### config.mk
export PLATFORM = sky130hd
export DESIGN_NAME = stopwatch_ctrl
export DESIGN_NICKNAME = d
export VERILOG_FILES = /design/src/rtl/stopwatch_pkg.sv /design/src/rtl/stopwatch_btn_debounce.sv /design/src/rtl/stopwatch_ctrl.sv
export SDC_FILE = /design/constraint.sdc
export NUM_CORES = 1
export LEC_CHECK = 0
export ABC_AREA = 1
export CAP_MARGIN = 40
export CELL_PAD_IN_SITES_DETAIL_PLACEMENT = 0
export CELL_PAD_IN_SITES_GLOBAL_PLACEMENT = 1
export CORE_MARGIN = 5
export CORE_UTILIZATION = 47
export DETAILED_ROUTE_END_ITERATION = 6
export PLACE_DENSITY = 0.81
export SYNTH_ARGS = -nofsm -noshare
export SYNTH_HDL_FRONTEND = slang
export SYNTH_SLANG_ARGS = --single-unit
export TNS_END_PERCENT = 5
### constraint.sdc
create_clock -name clk -period 3.8 [get_ports clk]
set_input_delay 0.38 -clock clk [delete_from_list [all_inputs] [get_ports clk]]
set_output_delay 0.38 -clock clk [all_outputs]
set_load 0.005 [all_outputs]
### src/rtl/stopwatch_pkg.sv
// stopwatch_pkg: shared definitions for the stopwatch run-control block.
//   state_e        - run/pause/lap FSM encoding (also driven onto the debug port)
//   EV_*           - event indices, listed from highest to lowest priority
//   is_counting()  - true in the states where the counter advances
package stopwatch_pkg;

  typedef enum logic [1:0] {
    ST_IDLE  = 2'd0,
    ST_RUN   = 2'd1,
    ST_PAUSE = 2'd2,
    ST_LAP   = 2'd3
  } state_e;

  // Event vector indices; a lower index wins when several events coincide.
  localparam int unsigned EV_CLEAR = 0;
  localparam int unsigned EV_STOP  = 1;
  localparam int unsigned EV_START = 2;
  localparam int unsigned EV_LAP   = 3;
  localparam int unsigned NUM_EV   = 4;

  function automatic logic is_counting(input state_e s);
    return (s == ST_RUN) || (s == ST_LAP);
  endfunction

endpackage

### src/rtl/stopwatch_btn_debounce.sv
// btn_debounce: conditions one raw push-button into a one-cycle press event.
//   clk, rst  - clock and asynchronous active-high reset
//   btn_raw   - raw button level, asynchronous to clk
//   btn_event - one-cycle pulse on each rising edge of the debounced level
// Path: 2-FF synchroniser -> debounce counter -> registered rising-edge detect.
module btn_debounce #(
  parameter int unsigned DEBOUNCE_CYCLES = 120_000
) (
  input  logic clk,
  input  logic rst,
  input  logic btn_raw,
  output logic btn_event
);

  localparam int unsigned CNT_W = (DEBOUNCE_CYCLES > 1) ? $clog2(DEBOUNCE_CYCLES) : 1;

  logic             sync1_q, sync1_d;
  logic             sync2_q, sync2_d;
  logic [CNT_W-1:0] cnt_q, cnt_d;
  logic             level_q, level_d;
  logic             level_dly_q, level_dly_d;
  logic             event_q, event_d;

  always_comb begin
    sync1_d     = btn_raw;
    sync2_d     = sync1_q;
    cnt_d       = '0;
    level_d     = level_q;
    level_dly_d = level_q;
    // The level flips on the DEBOUNCE_CYCLES-th consecutive disagreeing cycle;
    // any agreeing cycle leaves cnt_d at zero.
    if (sync2_q != level_q) begin
      if (cnt_q == CNT_W'(DEBOUNCE_CYCLES - 1)) begin
        level_d = sync2_q;
      end else begin
        cnt_d = cnt_q + 1'b1;
      end
    end
    event_d = level_q & ~level_dly_q;
  end

  always_ff @(posedge clk or posedge rst) begin
    if (rst) begin
      sync1_q     <= 1'b0;
      sync2_q     <= 1'b0;
      cnt_q       <= '0;
      level_q     <= 1'b0;
      level_dly_q <= 1'b0;
      event_q     <= 1'b0;
    end else begin
      sync1_q     <= sync1_d;
      sync2_q     <= sync2_d;
      cnt_q       <= cnt_d;
      level_q     <= level_d;
      level_dly_q <= level_dly_d;
      event_q     <= event_d;
    end
  end

  assign btn_event = event_q;

endmodule

### src/rtl/stopwatch_ctrl.sv
// stopwatch_ctrl: run-control sequencer for the stopwatch counter.
//   clk, rst                     - clock, asynchronous active-high reset
//   btn_start/stop/lap/clear     - raw push buttons (asynchronous)
//   count_en                     - high in RUN and LAP
//   tick                         - one-cycle pulse every TICK_DIV counting cycles
//   clear                        - one-cycle pulse that zeroes the counter
//   hold                         - high in LAP (display freeze)
//   state                        - current FSM state for debug/LEDs
module stopwatch_ctrl
  import stopwatch_pkg::*;
#(
  parameter int unsigned TICK_DIV        = 12_000_000,
  parameter int unsigned DEBOUNCE_CYCLES = 120_000
) (
  input  logic       clk,
  input  logic       rst,
  input  logic       btn_start,
  input  logic       btn_stop,
  input  logic       btn_lap,
  input  logic       btn_clear,
  output logic       count_en,
  output logic       tick,
  output logic       clear,
  output logic       hold,
  output logic [1:0] state
);

  localparam int unsigned PRE_W = (TICK_DIV > 1) ? $clog2(TICK_DIV) : 1;

  logic [NUM_EV-1:0] ev;
  logic [NUM_EV-1:0] btn_raw;

  assign btn_raw[EV_CLEAR] = btn_clear;
  assign btn_raw[EV_STOP]  = btn_stop;
  assign btn_raw[EV_START] = btn_start;
  assign btn_raw[EV_LAP]   = btn_lap;

  for (genvar g = 0; g < NUM_EV; g++) begin : g_btn
    btn_debounce #(
      .DEBOUNCE_CYCLES(DEBOUNCE_CYCLES)
    ) u_debounce (
      .clk      (clk),
      .rst      (rst),
      .btn_raw  (btn_raw[g]),
      .btn_event(ev[g])
    );
  end

  state_e           state_q, state_d;
  logic [PRE_W-1:0] pre_q, pre_d;
  logic             tick_q, tick_d;
  logic             clear_q, clear_d;
  logic             zero_pre;

  always_comb begin
    state_d  = state_q;
    clear_d  = 1'b0;
    zero_pre = 1'b0;
    // Each branch tests only the events legal in that state, highest priority first.
    case (state_q)
      ST_IDLE: begin
        if (ev[EV_CLEAR]) begin
          clear_d = 1'b1;
        end else if (ev[EV_START]) begin
          state_d  = ST_RUN;
          zero_pre = 1'b1;
        end
      end
      ST_RUN: begin
        if (ev[EV_STOP]) begin
          state_d = ST_PAUSE;
        end else if (ev[EV_LAP]) begin
          state_d = ST_LAP;
        end
      end
      ST_LAP: begin
        if (ev[EV_STOP]) begin
          state_d = ST_PAUSE;
        end else if (ev[EV_LAP]) begin
          state_d = ST_RUN;
        end
      end
      ST_PAUSE: begin
        if (ev[EV_CLEAR]) begin
          state_d  = ST_IDLE;
          clear_d  = 1'b1;
          zero_pre = 1'b1;
        end else if (ev[EV_START]) begin
          state_d = ST_RUN;
        end
      end
      default: state_d = ST_IDLE;
    endcase
  end

  // The prescaler advances only when counting both before and after this edge:
  // the entry edge does not count (first tick lands TICK_DIV cycles later) and
  // the leaving edge freezes the fraction, so no tick can coincide with stop.
  always_comb begin
    pre_d  = pre_q;
    tick_d = 1'b0;
    if (zero_pre) begin
      pre_d = '0;
    end else if (is_counting(state_q) && is_counting(state_d)) begin
      if (pre_q == PRE_W'(TICK_DIV - 1)) begin
        pre_d  = '0;
        tick_d = 1'b1;
      end else begin
        pre_d = pre_q + 1'b1;
      end
    end
  end

  always_ff @(posedge clk or posedge rst) begin
    if (rst) begin
      state_q <= ST_IDLE;
      pre_q   <= '0;
      tick_q  <= 1'b0;
      clear_q <= 1'b0;
    end else begin
      state_q <= state_d;
      pre_q   <= pre_d;
      tick_q  <= tick_d;
      clear_q <= clear_d;
    end
  end

  assign count_en = is_counting(state_q);
  assign hold     = (state_q == ST_LAP);
  assign tick     = tick_q;
  assign clear    = clear_q;
  assign state    = state_q;

endmodule

==> impl_metrics.yaml <==
global_routing:
  grt_pass1_vias: 4811
  antenna_found_initial: 0
  grt_pass1_wl_microns: 21900
  overflow: 0
  grt.total_usage: 0.180
  grt_start_max_net_pins: 53
synthesis:
  netlist_instances: 766
  netlist_area_sq_um: 6110
  synth_enable_flop_cells: 0
  synth_area_leader_cell: "dfrtp_1"
  async_flop_share: 1.00
  syn_avg_cell_area_sq_um: 7.98
  synth_cell_type_count: 32
  ys.flop_type: "dfrtp_1"
  yosysWarnings: 0
  synth.net_count: 777
  synth_top_area_share: 0.475
  synth_seq_cells: 116
  synth_area_leaders: "dfrtp_1 48%, nand2_1 10%, nor2_1 9.7%"
  ys_seq_area_frac: 0.475
setup_path:
  end_kind: "output pin"
  cp_max_fo: 8
  worstPathRequired_ns: 3.42
  arrival_ns: 1.54
  startpoint: "state[0]$_DFF_PP0_"
  crit_type: "flop to output pin"
  r2r-start: "state[1]$_DFF_PP0_"
  start_kind: "flop"
layout:
  final_nets: 805
  drive_above_1_share: 0.112
  final_cell_mix: "165 x nand2_1, 158 x nor2_1, 116 x dfrtp_1, 91 x inv_1, 53 x nand3_1"
  syn_to_final_growth_pct: 14.9
  fillers: 1184
  stdcell_count: 979
  antenna-diode-count: 0
  regArea_sq_um: 2900
  multiInputGateArea_sq_um: 2820
  fin_util: 0.554
  final_common_cell: "nand2_1"
placed_design:
  hpwl_microns: 8830
  place_inst: 947
  gp_congestion: 0.833
  dp_slack_ns: 2.04
  portBuffers: 11
timing:
  skew_ns: 0.00680
  finalWorstSetupSlack_ns: 1.88
  period_share: 0.506
  finalMaxSlewViolations: 0
  max_freq_mhz: 520
  tightest_slew_ns: 0.502
  setup_violations: 0
  slew_headroom: 0.665
  rsz0062_at_grt: "no"
  hold_violations: 0
  min_period_ns: 1.92
  fin_setup_tns_ns: 0
clock_tree:
  insertion_delay_ns: 0.42
  clock-sinks: 116
  clk_pin_slew_ns: 0.06
  htree_levels: 4
  clock_tree.root_cell: "clkbuf_16"
  cts_hold_buf: 0
  cts.repair.resized: 0
  post_cts_buffers: 0
  cts_buffers: 17
  cts_tree: "yes"
  clockBufferDepth: 2
die:
  die_x_microns: 124
  row_count: 41
  start_util: 0.482
  die_area_sq_um: 15400
  fp.coreArea_sq_um: 12700
  pin_count: 12
  die_h_microns: 124
drt:
  drc_errors: 0
  drt_first_pass_iters: 4
  vias_per_cell: 4.96
  antenna_left: 0
  wl_microns: 12300
  wl_per_cell_microns: 12.5
  vias: 4854
  drt_iter0_markers: 234
status:
  status: "finished, final reports clean"
power:
  power_mw: 2.87
  peakVddDrop_mv: 0.338
  power.leakage_nw: 3.20
  powerDensity_nw_per_um2: 409
worst_hold_path:
  hp-class: "primary input to asynchronous set/reset pin"
flow_run:
  cap_violations: 0
where the power goes:
| group | switching, mW | internal, mW | total [mW] | leakage [nW] |
|---|---|---|---|---|
| clock | 0.620 | 0.914 | 1.53 | 0.273 |
| combinational | 0.0503 | 0.0229 | 0.0732 | 1.33 |
| sequential | 0.0108 | 1.25 | 1.26 | 1.59 |
synthesized netlist by cell type (12+ instances only):
master,number
nand2_1,165
nor2_1,158
dfrtp_1,116
inv_1,92
nand3_1,53
xor2_1,31
nand4_1,20
nor2_2,17
nand2_2,15
o21ai_0,14
nor3b_1,13
nor3_1,12
xnor2_1,12
metal layers:
metal / global-route usage / vias to the layer above / wire length [microns]
met2: 0.311 / 58 / 6220
li1: - / 2488 / -
met3: 0.0395 / 18 / 356
met1: 0.223 / 2290 / 5510
met4: 0.0616 / 0 / 192
met5: 0 / - / 0
final timing paths:
| check | cells past startpoint | slack [ns] | endpoint |
|---|---|---|---|
| min | 2 | 0.28 | g_btn[0].u_debounce.cnt_q[5]$_DFF_PP0_ |
| max | 3 | 1.88 | hold |
| max reg2reg | 8 | 2.03 | pre_q[11]$_DFFE_PP0P_ |
| max in group asynchronous | 3 | 2.95 | pre_q[4]$_DFFE_PP0P_ |
| min in group clk | 0 | 0.34 | g_btn[0].u_debounce.sync2_q$_DFF_PP0_ |
| min reg2reg | 0 | 0.34 | g_btn[0].u_debounce.sync2_q$_DFF_PP0_ |
sequential cells by signal, summed over array words and instances, names as in the netlist:
signal	flops
g_btn.u_debounce.btn_event	4
pre_q	24
g_btn.u_debounce.sync1_q	4
clear	1
g_btn.u_debounce.level_dly_q	4
state	2
g_btn.u_debounce.level_dly_d	4
tick	1
g_btn.u_debounce.cnt_q	68
g_btn.u_debounce.sync2_q	4
layout make-up:
class | instances | share of cell area
clock buffer | 17 | 0.0606
clock inverter | 15 | 0.0210
timing repair buffer | 13 | 0.0225
sequential | 116 | 0.413
inverter | 93 | 0.0501
multi-input combinational | 553 | 0.402
tap | 172 | 0.0306
cells by family (layout without fill, tap and decap cells):
kind of cell,Yosys count,after routing,synth area share
buffers and inverters,97,138,0.0631
AO/OA/AOI/OAI,29,29,0.0262
XOR/XNOR,43,43,0.0616
adder cells (fa/ha/maj),5,5,0.0102
AND/OR/NAND/NOR,476,476,0.364
flip-flops,116,116,0.475
critical path, cell delays in order, from the launching register on:
cell and delay [ns]:
dfrtp_1 0.46, nand2_1 0.08, inv_1 0.08, clkdlybuf4s50_1 0.50
metrics by stage:
step	hold slack [ns]	area [sq um]
floorplan	0.331	6110
global placement	0.333	6420
detailed placement	0.335	6450
CTS	0.275	7020
global route	0.310	7020
finish	0.278	7020
No activity file was read; power rests on OpenSTA's default activity.
